$ cat src/rtl/runway_pkg.sv
// Shared types and constants for the runway arbiter.
// Holds FSM state encodings, ID width, queue depth, fairness and timeout limits.
package runway_pkg;

  localparam int ID_W        = 4;
  localparam int Q_DEPTH     = 4;
  localparam int FAIR_LIMIT  = 2;
  localparam int TIMEOUT_CYC = 16;
  localparam int CNT_W       = $clog2(Q_DEPTH) + 1;

  typedef enum logic [1:0] {
    S_IDLE  = 2'b00,
    S_LAND  = 2'b01,
    S_TKOFF = 2'b10,
    S_LOCK  = 2'b11
  } arb_state_t;

endpackage

$ cat src/rtl/req_fifo.sv
// Small request FIFO; fullness is judged before a same-cycle pop.
// Ports: clk, rst, push/din, pop/dout, full, empty, count (0..DEPTH).
module req_fifo #(
  parameter int DEPTH = 4,
  parameter int WIDTH = 4
) (
  input  logic                       clk,
  input  logic                       rst,
  input  logic                       push,
  input  logic [WIDTH-1:0]           din,
  input  logic                       pop,
  output logic [WIDTH-1:0]           dout,
  output logic                       full,
  output logic                       empty,
  output logic [$clog2(DEPTH):0]     count
);

  localparam int AW = $clog2(DEPTH);

  logic [WIDTH-1:0] mem [DEPTH];
  logic [AW-1:0]    wr_ptr;
  logic [AW-1:0]    rd_ptr;
  logic             do_push;
  logic             do_pop;

  assign full    = (count == (AW+1)'(DEPTH));
  assign empty   = (count == '0);
  assign do_push = push & ~full;
  assign do_pop  = pop & ~empty;
  assign dout    = mem[rd_ptr];

  // Pointers wrap naturally: DEPTH is a power of two.
  always_ff @(posedge clk or posedge rst) begin
    if (rst) begin
      wr_ptr <= '0;
      rd_ptr <= '0;
      count  <= '0;
    end else begin
      if (do_push) wr_ptr <= wr_ptr + 1'b1;
      if (do_pop)  rd_ptr <= rd_ptr + 1'b1;
      unique case ({do_push, do_pop})
        2'b10:   count <= count + 1'b1;
        2'b01:   count <= count - 1'b1;
        default: count <= count;
      endcase
    end
  end

  always_ff @(posedge clk) begin
    if (do_push) mem[wr_ptr] <= din;
  end

endmodule

$ cat src/rtl/runway_arbiter.sv
// Runway arbiter: queues landings/takeoffs and grants one occupant at a time.
// Ports: request pushes, runway_clear, weather inputs; grant outputs, counts,
// drop_err, arb_state. Option RUNWAY_TIMEOUT_EN adds timeout_err.
module runway_arbiter
  import runway_pkg::*;
(
  input  logic            clk,
  input  logic            rst,
  input  logic            land_req,
  input  logic [ID_W-1:0] land_id,
  input  logic            tkoff_req,
  input  logic [ID_W-1:0] tkoff_id,
  input  logic            runway_clear,
  input  logic            severe_weather,
  input  logic            emergency_landing_alert,
  output logic            grant_valid,
  output logic [ID_W-1:0] grant_id,
  output logic            grant_is_land,
  output logic [2:0]      land_count,
  output logic [2:0]      tkoff_count,
  output logic            drop_err,
  output logic [1:0]      arb_state
`ifdef RUNWAY_TIMEOUT_EN
  ,
  output logic            timeout_err
`endif
);

  arb_state_t      state;
  logic [1:0]      fair_cnt;
  logic            land_full, land_empty;
  logic            tk_full, tk_empty;
  logic [ID_W-1:0] land_head, tk_head;
  logic            land_ok, tk_ok, pick_tk, idle_go;
  logic            land_pop, tk_pop;

  req_fifo #(.DEPTH(Q_DEPTH), .WIDTH(ID_W)) u_land_q (
    .clk(clk), .rst(rst),
    .push(land_req), .din(land_id),
    .pop(land_pop), .dout(land_head),
    .full(land_full), .empty(land_empty),
    .count(land_count)
  );

  req_fifo #(.DEPTH(Q_DEPTH), .WIDTH(ID_W)) u_tkoff_q (
    .clk(clk), .rst(rst),
    .push(tkoff_req), .din(tkoff_id),
    .pop(tk_pop), .dout(tk_head),
    .full(tk_full), .empty(tk_empty),
    .count(tkoff_count)
  );

  // Takeoff wins when it is the only candidate, or after a landing streak.
  assign land_ok  = ~land_empty;
  assign tk_ok    = ~tk_empty & ~severe_weather;
  assign pick_tk  = tk_ok & (~land_ok | (fair_cnt >= 2'(FAIR_LIMIT)));
  assign idle_go  = (state == S_IDLE) & ~emergency_landing_alert;
  assign land_pop = idle_go & land_ok & ~pick_tk;
  assign tk_pop   = idle_go & pick_tk;
  assign arb_state = state;

`ifdef RUNWAY_TIMEOUT_EN
  logic [4:0] tmo_cnt;
`endif

  always_ff @(posedge clk or posedge rst) begin
    if (rst) begin
      state         <= S_IDLE;
      grant_valid   <= 1'b0;
      grant_id      <= '0;
      grant_is_land <= 1'b0;
      drop_err      <= 1'b0;
      fair_cnt      <= '0;
`ifdef RUNWAY_TIMEOUT_EN
      tmo_cnt       <= '0;
      timeout_err   <= 1'b0;
`endif
    end else begin
      grant_valid <= 1'b0;
      drop_err    <= (land_req & land_full) | (tkoff_req & tk_full);
`ifdef RUNWAY_TIMEOUT_EN
      timeout_err <= 1'b0;
`endif
      unique case (state)
        S_IDLE: begin
          if (emergency_landing_alert) begin
            state <= S_LOCK;
          end else if (land_pop) begin
            state         <= S_LAND;
            grant_valid   <= 1'b1;
            grant_id      <= land_head;
            grant_is_land <= 1'b1;
            if (fair_cnt < 2'(FAIR_LIMIT)) fair_cnt <= fair_cnt + 1'b1;
          end else if (tk_pop) begin
            state         <= S_TKOFF;
            grant_valid   <= 1'b1;
            grant_id      <= tk_head;
            grant_is_land <= 1'b0;
            fair_cnt      <= '0;
          end
        end
        S_LAND, S_TKOFF: begin
`ifdef RUNWAY_TIMEOUT_EN
          if (runway_clear) begin
            state   <= S_IDLE;
            tmo_cnt <= '0;
          end else if (tmo_cnt == 5'(TIMEOUT_CYC - 1)) begin
            state       <= S_IDLE;
            tmo_cnt     <= '0;
            timeout_err <= 1'b1;
          end else begin
            tmo_cnt <= tmo_cnt + 1'b1;
          end
`else
          if (runway_clear) state <= S_IDLE;
`endif
        end
        S_LOCK: begin
          if (!emergency_landing_alert) state <= S_IDLE;
        end
        default: state <= S_IDLE;
      endcase
    end
  end

endmodule

$ cat config.mk
export PLATFORM = sky130hd
export DESIGN_NAME = runway_arbiter
export DESIGN_NICKNAME = d
export VERILOG_FILES = /design/src/rtl/runway_pkg.sv /design/src/rtl/req_fifo.sv /design/src/rtl/runway_arbiter.sv
export SDC_FILE = /design/constraint.sdc
export NUM_CORES = 1
export LEC_CHECK = 0
export ABC_CLOCK_PERIOD_IN_PS = 6000
export BUFFER_PORTS_ARGS = -buffer_cell sky130_fd_sc_hd__buf_4
export CORE_AREA = 3 3 80 82
export DETAILED_ROUTE_END_ITERATION = 8
export DIE_AREA = 0 0 83 85
export GPL_TIMING_DRIVEN = 0
export PLACE_DENSITY_LB_ADDON = 0.12
export SYNTH_ARGS = -nofsm -noshare
export SYNTH_HDL_FRONTEND = slang
export SYNTH_SLANG_ARGS = --single-unit
$ cat constraint.sdc
create_clock -name clk -period 6 [get_ports clk]
set_input_delay 0.6 -clock clk [delete_from_list [all_inputs] [get_ports clk]]
set_output_delay 0.6 -clock clk [all_outputs]
set_load 0.005 [all_outputs]
Word level (Yosys, flattened, before mapping):

Memory sizes are Yosys's and may differ from the RTL's.
Index checks and enable logic that the tools add are counted.

* register bits after elaboration: 25
* RAM bits: 32
* output and inout bits: 15
* word-level logic and storage cells: 92
* memories kept: 2

Memories
* u_land_q.mem: words 4, bits a word 4, rd ports 1, clocked after Yosys merged registers in 0, wr ports 1, line req_fifo.sv:20 `logic [WIDTH-1:0] mem [DEPTH];`
* u_tkoff_q.mem: words 4, bits a word 4, rd ports 1, clocked after Yosys merged registers in 0, wr ports 1, line req_fifo.sv:20

* add/subtract/negate cells: 9
* order comparisons: 2
* eq/ne operators: 13
* mux-type cells: 23
* bitwise logic cells: 21
* reduce and logical (&&, ||, !) cells: 10

Operators with widths (count)
* two-way mux 2 bit: 8
* bitwise AND 1 bit: 12
* one-hot mux 3 bit (2 select lines): 2
* adder 2 x 1 -> 2 bit, second input constant: 5
* two-way mux 1 bit: 10
* == test 2 bit, second input constant: 4
* two-way mux 4 bit: 2
* inverter 1 bit: 7
* adder 3 x 1 -> 3 bit, second input constant: 2
* == test 2 x 1 -> 1 bit, second input constant: 3
* == test 3 bit, second input constant: 2
* zero test 3 bit: 2
* != test 2 bit, second input constant: 3
* one-hot mux 2 bit (3 select lines): 1
* AND reduction 3 bit: 2
* nonzero test 2 bit: 3
* subtractor 3 x 1 -> 3 bit, second input constant: 2
* != test 4 x 2 -> 1 bit, second input constant: 1
* AND reduction 4 bit: 1
* greater-or-equal comparator 2 bit, second input constant: 1
* zero test 2 bit: 1
* < comparator 2 bit, second input constant: 1
* bitwise OR 1 bit: 2
* OR reduction 2 bit: 1

Longest topological paths before layout:

Gate-level depths: netlist of run 1.

* depth in word-level cells: 9
* depth in mapped cells: 12
* gate-level depth less buffers: 11

Hierarchy:

From an unflattened synthesis of run 1, not the netlist that was laid out.

* cells, all modules: 182
* area total of the unflattened synthesis: 2682.6 µm²

Modules (own cells, without submodules)
* req_fifo: times used 2, cells an instance 59, area an instance 1021.0 µm², sequential area each 655.6 µm²
* runway_arbiter: times used 1, cells an instance 64, area an instance 640.6 µm², sequential area each 275.3 µm²

Worst setup path before layout of run 1:

No wires, ideal clock.

* kind: flip-flop to flip-flop
* from: reg state[0], in the netlist arb_state[0]
* to: reg u_land_q.count[2]
* library setup time: 0.079 ns
* arrival: 2.403 ns
* data required time: 5.921 ns
* slack: 3.517 ns
* cell stages (with the launch flop): 13
* period minus slack after synthesis: 2.483 ns
* cell sequence: dfrtp_1 > inv_1 > ha_1 > nor2b_1 > clkbuf_1 > o311ai_4 > inv_1 > ha_1 > inv_1 > fa_1 > xor2_1 > nor2_1 > xor2_1

* cells in the longest elaborated chain, start to end: 7
* elaborated cells between the ends (all ways): 9
* classes of those cells: 2 x eq/ne; 1 x mux; 4 x bitwise; 2 x reduce/logical

RTL lines
* start: declaration: line runway_arbiter.sv:29 `arb_state_t state;`
* start signal: assignment: line runway_arbiter.sv:68 `state <= S_IDLE;`
* start signal: assignment: line runway_arbiter.sv:87 `state <= S_LOCK;`
* start signal: assignment: line runway_arbiter.sv:89 `state <= S_LAND;`
* zero test 2 bit (*): line runway_arbiter.sv:57 `assign idle_go = (state == S_IDLE) & ~emergency_landing_alert;`
* bitwise AND 1 bit (*): line runway_arbiter.sv:57
* bitwise AND 1 bit (*) (2 in a row): line runway_arbiter.sv:58 `assign land_pop = idle_go & land_ok & ~pick_tk;`
* bitwise AND 1 bit (*): line req_fifo.sv:29 `assign do_pop = pop & ~empty;`
* net u_land_q.do_pop: line req_fifo.sv:24 `logic do_pop;`
* == test 2 x 1 -> 1 bit or == test 2 bit (tied branches): line req_fifo.sv:41 `unique case ({do_push, do_pop})`
* one-hot mux 3 bit (2 select lines) or nonzero test 2 bit (tied branches)
* end signal: assignment: line req_fifo.sv:42 `2'b10: count <= count + 1'b1;`
* end signal: assignment: line req_fifo.sv:43 `2'b01: count <= count - 1'b1;`
* end signal: assignment: line req_fifo.sv:44 `default: count <= count;`
* end: declaration: line req_fifo.sv:15 `output logic [$clog2(DEPTH):0] count`

The timed path passes the listed nets; every way through them passes the cells marked *.
A chain may end at the register's enable or synchronous reset.

Worst setup path after layout of run 1:

* from: reg state[1], in the netlist arb_state[1]
* to: reg u_land_q.count[2]

Same word-level chain as after synthesis.

==> flow_metrics.tcl, run 1 <==
set metrics [dict create \
    drt_iter0_markers 36 \
    synth_edf_count 32 \
    yosysMostFrequentCell "edfxtp_1" \
    min_from "land_id[2]" \
    synthTopCellsByArea "edfxtp_1 (37%), dfrtp_1 (24%), mux4_2 (7.0%)" \
    cp-start-kind "flop" \
    p_leak_nw 1.262 \
    numCtsBuffers 9 \
    seqPwrFrac_pct 43.4 \
    synth_area_um2 2587 \
    crit_required_ps 6240 \
    overflow 0 \
    swShare_pct 34.14 \
    vias 1456 \
    clk_pin_slew_ps 60 \
    register_area_um2 1587 \
    yosysSeqAreaShare_pct 61.32 \
    port_buffers 29 \
    crit_fanout 9 \
    use_met3_pct 3.981 \
    ys.flop_type "edfxtp_1" \
    grt.busiest_layer "met2" \
    dp_slack_ps 3121 \
    grt_use_met2_pct 25.22 \
    cp_slowest_cell "dfrtp_1" \
    relSlewSlack_pct 32.52 \
    finalHoldViolations 0 \
    share_comb_of_total_power_pct 37.4 \
    cts_tree "yes" \
    insertion_delay_ps 320 \
    gp_congestion 0.7278 \
    grt_use_total_pct 14.22 \
    wire_per_inst_um 15.17 \
    path_cells "inv_1 -> ha_1 -> nor2b_1 -> clkbuf_1 -> o311ai_4 -> inv_1 -> ha_1 -> inv_1 -> fa_1 -> xor2_1 -> nor2_1 -> xor2_1" \
    status "finished, final reports clean" \
    fin_skew_ps 5.922 \
    cp_top_family "buffers and inverters" \
    maxCapViolCount 0 \
    placed_cell_area_um2 2899 \
    drc 0 \
    antenna_left 0 \
    coreArea_um2 5816 \
    period_share_pct 47.91 \
    rr_startpoint "arb_state[1]" \
    fp.dieH_um 85 \
    reg2reg_depth 12 \
    p_per_area_nw_per_um2 479.9 \
    synth-seq-cells 57 \
    post_cts_buffers 0 \
    grt_pass1_wl_um 7679 \
    clkPwrFrac_pct 19.1 \
    synth_cell_type_count 32 \
    yosys_warnings 0 \
    grt_max_degree 26 \
    ctsRootBufferMaster "clkbuf_8" \
    postSynthCellCount 179 \
    async_flop_share_pct 43.86 \
    crit_buf_inv 4 \
    synth_nets 210 \
    crit_path_frequent_cell "inv_1" \
    htreeDepth 3 \
    whs_path_depth 1 \
    gr-usage-met1_pct 15.67 \
    via_per_inst 4.870 \
    cts.sinks 57 \
    rrSetupSlack_ps 3130 \
    syn2layout_area_growth_pct 17.94 \
    post_route_cells_drive_above_1_share_pct 24.11 \
    critical_path_arrival_ps 3120 \
    fmax_ghz 0.3478 \
    finalNonFillerCells 299 \
    nFillCells 508 \
    drt_wl_total_um 4537 \
    io_pins 30 \
    worst_pin_slew_ps 1011 \
    fin_area_um2 3052 \
    antenna_cells 0 \
    reg2reg_to "u_land_q.count[2]" \
    critPathCaptureType "flop" \
    dieArea_um2 7055 \
    holdCritPathClass "input pin to flop" \
    clockBufferDepth 2 \
    synth_common_cells "edfxtp_1 (32), dfrtp_1 (25), inv_1 (18), ha_1 (14), nand2_1 (14)" \
    grt_antenna_before_repair 0 \
    num_rows 28 \
    critPathKind "flop to flop" \
    fin_ws_ps 3125 \
    hpwl_um 3398 \
    min_to "u_land_q.mem[2][2]" \
    setup_viol 0 \
    fin_crit_ps 2875 \
    vdd_drop_max_mv 0.2225 \
    initial_core_util_pct 44.49 \
    p_int_mw 0.9645 \
    finalSetupTns_ps 0 \
    nets 250 \
    dp_cells 283 \
    ctsResizeCount 0 \
    fp.dieW_um 83 \
    first_global_vias 1615 \
    dr.pass1.iters 4 \
    cts_hold_buffers 0 \
    cpPeakStageDelay_ps 400 \
    synth_top_area_share_pct 37.14 \
    rsz0062_at_grt "false" \
    slew_viol_final 0 \
    multi_input_area_um2 917.1 \
    p_switching_mw 0.5000 \
    synth_top_area_cell "edfxtp_1" \
    synth_area_per_cell_um2 14.46 \
]
==> per-layer routing <==
layer,wire length [um],share of wire (%)
met1,1935,43
met2,2344,52
met4,72,1.6
met5,0,0
met3,185,4.1
==> kinds of logic (layout without fill, tap and decap cells) <==
family / after synthesis / count (layout) / share of synthesized area, %
AND/OR/NAND/NOR: 38 / 38 / 7.495
multiplexers: 12 / 12 / 8.511
flip-flops: 57 / 57 / 61.32
adder cells (fa/ha/maj): 16 / 16 / 8.317
AO/OA/AOI/OAI: 22 / 22 / 7.060
XOR/XNOR: 12 / 12 / 4.062
buffers and inverters: 22 / 67 / 3.239
==> cell type report <==
type                            instances  share of cell area [%]
Buffer                                  4                  0.5330
Clock buffer                           10                   4.182
Clock inverter                          6                  0.8200
Inverter                               18                   2.214
Multi-Input combinational cell        100                   30.05
Sequential cell                        57                   51.99
Tap cell                               75                   3.075
Timing Repair Buffer                   29                   7.134
==> power by group through the flow <==
stage	clock network [mW]	logic [mW]	registers (mW)
finish	0.280	0.548	0.636
global route	0.309	0.616	0.653
CTS	0.288	0.562	0.637
detailed placement	0	0.559	0.643
global placement	0	0.526	0.632
floorplan	0	0.378	0.626
==> metrics by stage <==
| step | hold WS (ps) | power [mW] | utilization (%) |
|---|---|---|---|
| floorplan | 473.3 | 1.004 | - |
| global placement | 478.3 | 1.158 | 49.85 |
| detailed placement | 493.5 | 1.203 | 49.85 |
| CTS | 463.3 | 1.487 | 52.47 |
| global route | 463.0 | 1.578 | 52.47 |
| finish | 478.2 | 1.465 | 52.47 |
==> registers in the layout, indices dropped and copies added (netlist names) <==
name              count
arb_state             2
drop_err              1
fair_cnt              2
grant_id              4
grant_is_land         1
grant_valid           1
u_land_q.count        3
u_land_q.mem         16
u_land_q.rd_ptr       2
u_land_q.wr_ptr       2
u_tkoff_q.count       3
u_tkoff_q.mem        16
u_tkoff_q.rd_ptr      2
u_tkoff_q.wr_ptr      2
==> cells in the final DEF (no fill, tap or decap), drive strengths merged, types with 4 or more instances in the layout <==
master	count
ha	14
and2	9
buf	30
mux2i	4
nor2	6
inv	18
a21oi	7
dfrtp	25
a31oi	4
clkinv	6
clkbuf	13
mux4	8
nand2	14
xnor2	7
o21ai	4
xor2	5
edfxtp	32
==> worst max-delay path by stage <==
stage	start	cells past startpoint	to	slack, ps
2_1_floorplan	arb_state[0]	12	u_land_q.count[2]	3520
3_3_place_gp	emergency_landing_alert	11	u_land_q.count[2]	3170
3_5_place_dp	emergency_landing_alert	11	u_land_q.count[2]	3120
4_1_cts	arb_state[1]	12	u_land_q.count[2]	3140
5_1_grt	arb_state[1]	12	u_land_q.count[2]	2850
6_report	arb_state[1]	12	u_land_q.count[2]	3130
==> worst register-to-register path: cells and delay by family, from the launching register on <==
family | cells | cell delay [ps]
AO/OA/AOI/OAI | 1 | 280
XOR/XNOR | 2 | 320
adder cells (fa/ha/maj) | 3 | 770
buffers and inverters | 4 | 780
flip-flops | 1 | 400
AND/OR/NAND/NOR | 2 | 230
(Power assumes the default switching activity.)
==> run 2: changes to the inputs <==
--- a/config.mk
+++ b/config.mk
@@ -5,11 +5,12 @@
 export SDC_FILE = /design/constraint.sdc
 export NUM_CORES = 1
 export LEC_CHECK = 0
-export ABC_CLOCK_PERIOD_IN_PS = 6000
+export ABC_AREA = 1
+export ABC_CLOCK_PERIOD_IN_PS = 2400
 export BUFFER_PORTS_ARGS = -buffer_cell sky130_fd_sc_hd__buf_4
-export CORE_AREA = 3 3 80 82
+export CORE_AREA = 3 3 83 85
 export DETAILED_ROUTE_END_ITERATION = 8
-export DIE_AREA = 0 0 83 85
+export DIE_AREA = 0 0 86 88
 export GPL_TIMING_DRIVEN = 0
 export PLACE_DENSITY_LB_ADDON = 0.12
 export SYNTH_ARGS = -nofsm -noshare
==> constraint.sdc (replaced) <==
create_clock -name clk -period 2.4 [get_ports clk]
set_input_delay 0.24 -clock clk [delete_from_list [all_inputs] [get_ports clk]]
set_output_delay 0.24 -clock clk [all_outputs]
set_load 0.005 [all_outputs]
==> run 2 against run 1 <==
Against the previous run: clock power rose to 3.4 times the previous value; via count rose by 24%; non-clock buffer count rose by 1; sequential power rose by 150%; cell area rose by 7.9%; sequential share of layout area fell by 3.8 points; combinational power rose to 3.0 times the previous value; first-iteration DRC count rose to 3.0 times the previous value; critical endpoint is now u_tkoff_q.count[2].
==> flow_metrics.tcl, run 2 <==
set metrics [dict create \
    critPathCaptureType "flop" \
    synth_area_per_cell_um2 10.20 \
    relSlewSlack_pct 31.27 \
    antenna_left 0 \
    postSynthCellCount 269 \
    maxCapViolCount 0 \
    post_route_cells_drive_above_1_share_pct 24.05 \
    critical_path_arrival_ps 2400 \
    coreArea_um2 6277 \
    initial_core_util_pct 43.73 \
    clockBufferDepth 2 \
    rsz0062_at_grt "false" \
    yosysMostFrequentCell "nand2_1" \
    reg2reg_depth 12 \
    yosys_warnings 0 \
    yosysSeqAreaShare_pct 57.79 \
    synth_nets 300 \
    status "finished, final reports clean" \
    fp.dieH_um 88 \
    grt_antenna_before_repair 0 \
    reg.largest.list "u_land_q.mem (16), u_tkoff_q.mem (16), grant_id (4)" \
    reg2reg_to "u_tkoff_q.count[2]" \
    async_flop_share_pct 43.86 \
    drt_iter0_markers 109 \
    synth_top_area_share_pct 35.00 \
    synth_edf_count 32 \
    fin_skew_ps 8.947 \
    whs_path_depth 1 \
    vdd_drop_max_mv 0.5298 \
    dieArea_um2 7568 \
    holdCritPathClass "input pin to flop" \
    crit_fanout 4 \
    final_common_cell "nand2_1" \
    critPathKind "flop to flop" \
    synth_area_um2 2745 \
    finalSetupTns_ps 0 \
    grt_use_total_pct 13.88 \
    via_per_inst 4.588 \
    finalHoldViolations 0 \
    ys.flop_type "edfxtp_1" \
    num_rows 29 \
    synth_common_cells "nand2_1 (54), edfxtp_1 (32), nor2_1 (31), inv_1 (30), dfrtp_1 (25)" \
    synthTopCellsByArea "edfxtp_1 (35%), dfrtp_1 (23%), nand2_1 (7.4%)" \
    port_buffers 29 \
    grt_pass1_wl_um 7783 \
    synth_top_area_cell "edfxtp_1" \
    p_leak_nw 1.531 \
    overflow 0 \
    period_share_pct 91.86 \
    drt_wl_total_um 4677 \
    setup_viol 0 \
    min_from "tkoff_id[2]" \
    rrSetupSlack_ps 200 \
    grt_max_degree 26 \
    crit_required_ps 2600 \
    worst_pin_slew_ps 1030 \
    nets 342 \
    htreeDepth 3 \
    mostFrequentLayoutCells "nand2_1 (54), edfxtp_1 (32), nor2_1 (31), buf_4 (31), inv_1 (30)" \
    antenna_cells 0 \
    power_mw 4.168 \
    clk_pin_slew_ps 70 \
    vias 1803 \
    numCtsBuffers 9 \
    io_pins 30 \
    synth_cell_type_count 26 \
    p_per_area_nw_per_um2 1266 \
    cp-start-kind "flop" \
    syn2layout_area_growth_pct 19.92 \
    cts_tree "yes" \
    wire_per_inst_um 11.90 \
    first_global_vias 1703 \
    cts.sinks 57 \
    min_to "u_tkoff_q.mem[3][2]" \
    hpwl_um 3479 \
    fin_crit_ps 2205 \
    synth-seq-cells 57 \
    dr.pass1.iters 4 \
    slew_viol_final 0 \
    fmax_ghz 0.4536 \
    cts_hold_buffers 0 \
    fp.dieW_um 86 \
    drc 0 \
    ctsRootBufferMaster "clkbuf_8" \
    gp_congestion 0.7577 \
    insertion_delay_ps 330 \
    rr_startpoint "arb_state[0]" \
]
[run 2: how the worst max path moves through the flow]
stage                  startpoint                  to  slack (ps)  depth (start not counted)
4_1_cts        u_tkoff_q.count[0]  u_tkoff_q.count[2]         160                          9
3_3_place_gp         arb_state[0]   u_land_q.count[2]         200                         14
6_report             arb_state[0]  u_tkoff_q.count[2]         200                         12
5_1_grt              arb_state[0]   u_land_q.count[2]          20                         14
2_1_floorplan        arb_state[0]   u_land_q.count[2]         310                         14
3_5_place_dp   u_tkoff_q.count[0]  u_tkoff_q.count[2]         180                          9
[run 2: per-stage QoR]
stage                     cells  hold slack, ps  cell area, um2  util, %  setup slack [ps]
after global routing        393           89.19            3292    52.44             15.01
final                       393           113.8            3292    52.44             195.4
after detailed placement    375           446.1            3059    48.73             177.7
after global placement      375           442.8            3059    48.73             196.2
after CTS                   391           95.26            3269    52.08             163.9
after floorplan             269           267.3            2745        -             311.1
[run 2: timing repair]
| item | 4_1_cts | 5_1_grt |
|---|---|---|
| setup endpoints to repair | 0 | 2 |
| gates resized for setup | 0 | 2 |
| buffers inserted | 0 | 2 |
[run 2: cell type report]
cell class / instances / area [um2]
fillers: 562 / 2985
flip-flops and latches: 57 / 1587
multi-input cells: 168 / 979.7
repair buffers: 31 / 232.7
inverters: 41 / 156.4
clock buffers: 10 / 127.6
well taps: 77 / 96.34
clock inverters: 6 / 82.58
plain buffers: 3 / 30.03
[run 2: per-layer routing]
| metal | vias up | wire length, um | GRT usage (%) |
|---|---|---|---|
| li1 | 941 | - | - |
| met1 | 819 | 2066 | 17.09 |
| met2 | 36 | 2260 | 21.86 |
| met3 | 7 | 263 | 4.704 |
| met4 | 0 | 87 | 6.906 |
| met5 | - | 0 | 0 |
[run 2: critical path, stage by stage (launching register included)]
cell and delay [ps]:
dfrtp_1 410, inv_1 90, ha_1 140, nand2_1 80, inv_2 70, nand3_2 140, inv_1 110, ha_1 140
inv_1 70, fa_1 380, a21oi_1 140, o21ai_0 130, xor2_1 160
[run 2: logic make-up (layout without fill, tap and decap cells)]
group | after synthesis | after routing | synth area share [%]
adder cells (fa/ha/maj) | 16 | 16 | 7.840
flip-flops | 57 | 57 | 57.79
AND/OR/NAND/NOR | 121 | 121 | 19.92
buffers and inverters | 44 | 91 | 6.792
XOR/XNOR | 8 | 8 | 2.826
AO/OA/AOI/OAI | 23 | 23 | 4.832
[run 2: where the power goes]
group	leakage (nW)	internal, mW	switching (mW)
Combinational	0.828	0.688	0.978
Sequential	0.596	1.37	0.194
Clock	0.108	0.579	0.363
==> run 3: changes to the inputs <==
--- a/config.mk
+++ b/config.mk
@@ -8,9 +8,9 @@
 export ABC_AREA = 1
 export ABC_CLOCK_PERIOD_IN_PS = 2400
 export BUFFER_PORTS_ARGS = -buffer_cell sky130_fd_sc_hd__buf_4
-export CORE_AREA = 3 3 83 85
+export CORE_AREA = 3 3 93 95
 export DETAILED_ROUTE_END_ITERATION = 8
-export DIE_AREA = 0 0 86 88
+export DIE_AREA = 0 0 96 98
 export GPL_TIMING_DRIVEN = 0
 export PLACE_DENSITY_LB_ADDON = 0.12
 export SYNTH_ARGS = -nofsm -noshare
==> run 3 against run 2 <==
Against the previous run: register-to-register slack worse by 20 ps; critical endpoint is now u_land_q.count[2]; largest power group unchanged; non-clock buffer count did not move; global-route usage down 1.6 points.
==> flow_metrics.tcl, run 3 (same netlist as run 2, synthesis figures left out) <==
set metrics [dict create \
    slew_viol_final 0 \
    drt_wl_total_um 5122 \
    numCtsBuffers 9 \
    initial_core_util_pct 35.16 \
    rsz0062_at_grt "false" \
    clockBufferDepth 2 \
    cp_slowest_cell "dfrtp_1" \
    dp_cells 400 \
    worst_pin_slew_ps 1042 \
    status "finished, final reports clean" \
    finalHoldViolations 0 \
    wire_per_inst_um 12.25 \
    use_met3_pct 3.236 \
    critPathCaptureType "flop" \
    fp.dieW_um 96 \
    first_global_vias 1863 \
    fin_area_um2 3323 \
    drt_iter0_markers 58 \
    via_per_inst 4.428 \
    overflow 0 \
    dieArea_um2 9408 \
    fin_crit_ps 2221 \
    maxCapViolCount 0 \
    finalSetupTns_ps 0 \
    nets 342 \
    hpwl_um 3758 \
    cts.sinks 57 \
    critPathKind "flop to flop" \
    fp.dieH_um 98 \
    port_buffers 29 \
    crit_fanout 5 \
    final_util_pct 42.56 \
    num_rows 32 \
    ctsRootBufferMaster "clkbuf_8" \
    io_pins 30 \
    crit_required_ps 2610 \
    grt_antenna_before_repair 0 \
    fin_skew_ps 7.519 \
    vias 1851 \
    dr.pass1.iters 4 \
    cts_tree "yes" \
    final_common_cell "nand2_1" \
    antenna_left 0 \
    cpPeakStageDelay_ps 410 \
    grt_max_degree 26 \
    gr-usage-met1_pct 15.52 \
    post_route_cells_drive_above_1_share_pct 24.37 \
    path_cells "inv_1 -> ha_1 -> nand2_1 -> inv_2 -> nand2_2 -> inv_4 -> nand2_4 -> inv_1 -> ha_1 -> inv_1 -> fa_1 -> a21oi_1 -> o21ai_1 -> xor2_1" \
    htreeDepth 3 \
    fmax_ghz 0.4503 \
    dp_slack_ps 141.4 \
    power_mw 4.208 \
    fin_ws_ps 179.2 \
    cp-start-kind "flop" \
    reg.largest.list "u_land_q.mem (16), u_tkoff_q.mem (16), grant_id (4)" \
    drc 0 \
    placed_cell_area_um2 3090 \
    clk_pin_slew_ps 70 \
    crit_path_frequent_cell "inv_1" \
    holdWs_ps 108.8 \
    critical_path_arrival_ps 2430 \
    gp_congestion 0.6815 \
    grt_pass1_wl_um 8749 \
    antenna_cells 0 \
    mostFrequentLayoutCells "nand2_1 (54), edfxtp_1 (32), nor2_1 (31), buf_4 (31), inv_1 (30)" \
    vdd_drop_max_mv 0.3187 \
    p_leak_nw 1.529 \
    p_per_area_nw_per_um2 1266 \
    setup_viol 0 \
    grt.busiest_layer "met2" \
    syn2layout_area_growth_pct 21.06 \
    grt_use_total_pct 12.24 \
    relSlewSlack_pct 30.44 \
    holdCritPathClass "input pin to flop" \
    coreArea_um2 7807 \
    finalNonFillerCells 418 \
    insertion_delay_ps 330 \
    period_share_pct 92.53 \
    grt_use_met2_pct 19.01 \
]
run 3: changes by cell type in the layout (fill, tap and decap cells not counted), sizes merged:
cell and change:
clkinvlp +1, clkinv -1
run 3: layout make-up:
class                      instances  area, um2
buffer                             3      30.03
clock inverter                     6      82.58
clock buffer                      10      127.6
timing repair buffer              31      232.7
fill                             776       4484
sequential                        57       1587
tap                              102      127.6
inverter                          41      156.4
multi-input combinational        168      979.7
run 3: report_power, final:
part / switching (mW) / total, mW / internal (mW)
clock: 0.380 / 0.959 / 0.579
combinational: 1.01 / 1.69 / 0.686
sequential: 0.191 / 1.56 / 1.37
run 3: final timing paths:
check                               from                   to  cells after the start  slack (ps)
max                         arb_state[0]    u_land_q.count[2]                     14         180
min                          tkoff_id[3]  u_tkoff_q.mem[1][3]                      1         110
max reg2reg                 arb_state[0]    u_land_q.count[2]                     14         180
min reg2reg                grant_is_land        grant_is_land                      2         480
max in group asynchronous            rst  u_tkoff_q.wr_ptr[0]                      2        1600
min in group asynchronous            rst         arb_state[0]                      2         160
run 3: timing repair:
item,CTS,global route
hold buffers,0,0
resized for setup,0,2
buffers inserted,0,2
endpoints found under the setup margin,0,2
run 3: critical path: cells and delay by family, from the launching register on:
| kind | cells | cell delay, ps |
|---|---|---|
| XOR/XNOR | 1 | 140 |
| AND/OR/NAND/NOR | 3 | 230 |
| adder cells (fa/ha/maj) | 3 | 660 |
| AO/OA/AOI/OAI | 2 | 250 |
| flip-flops | 1 | 410 |
| buffers and inverters | 5 | 400 |
run 3: metal layers:
layer	up-vias	wire length (um)
met1	868	2406
met4	0	100
li1	943	-
met3	9	200
met5	-	0
met2	31	2414
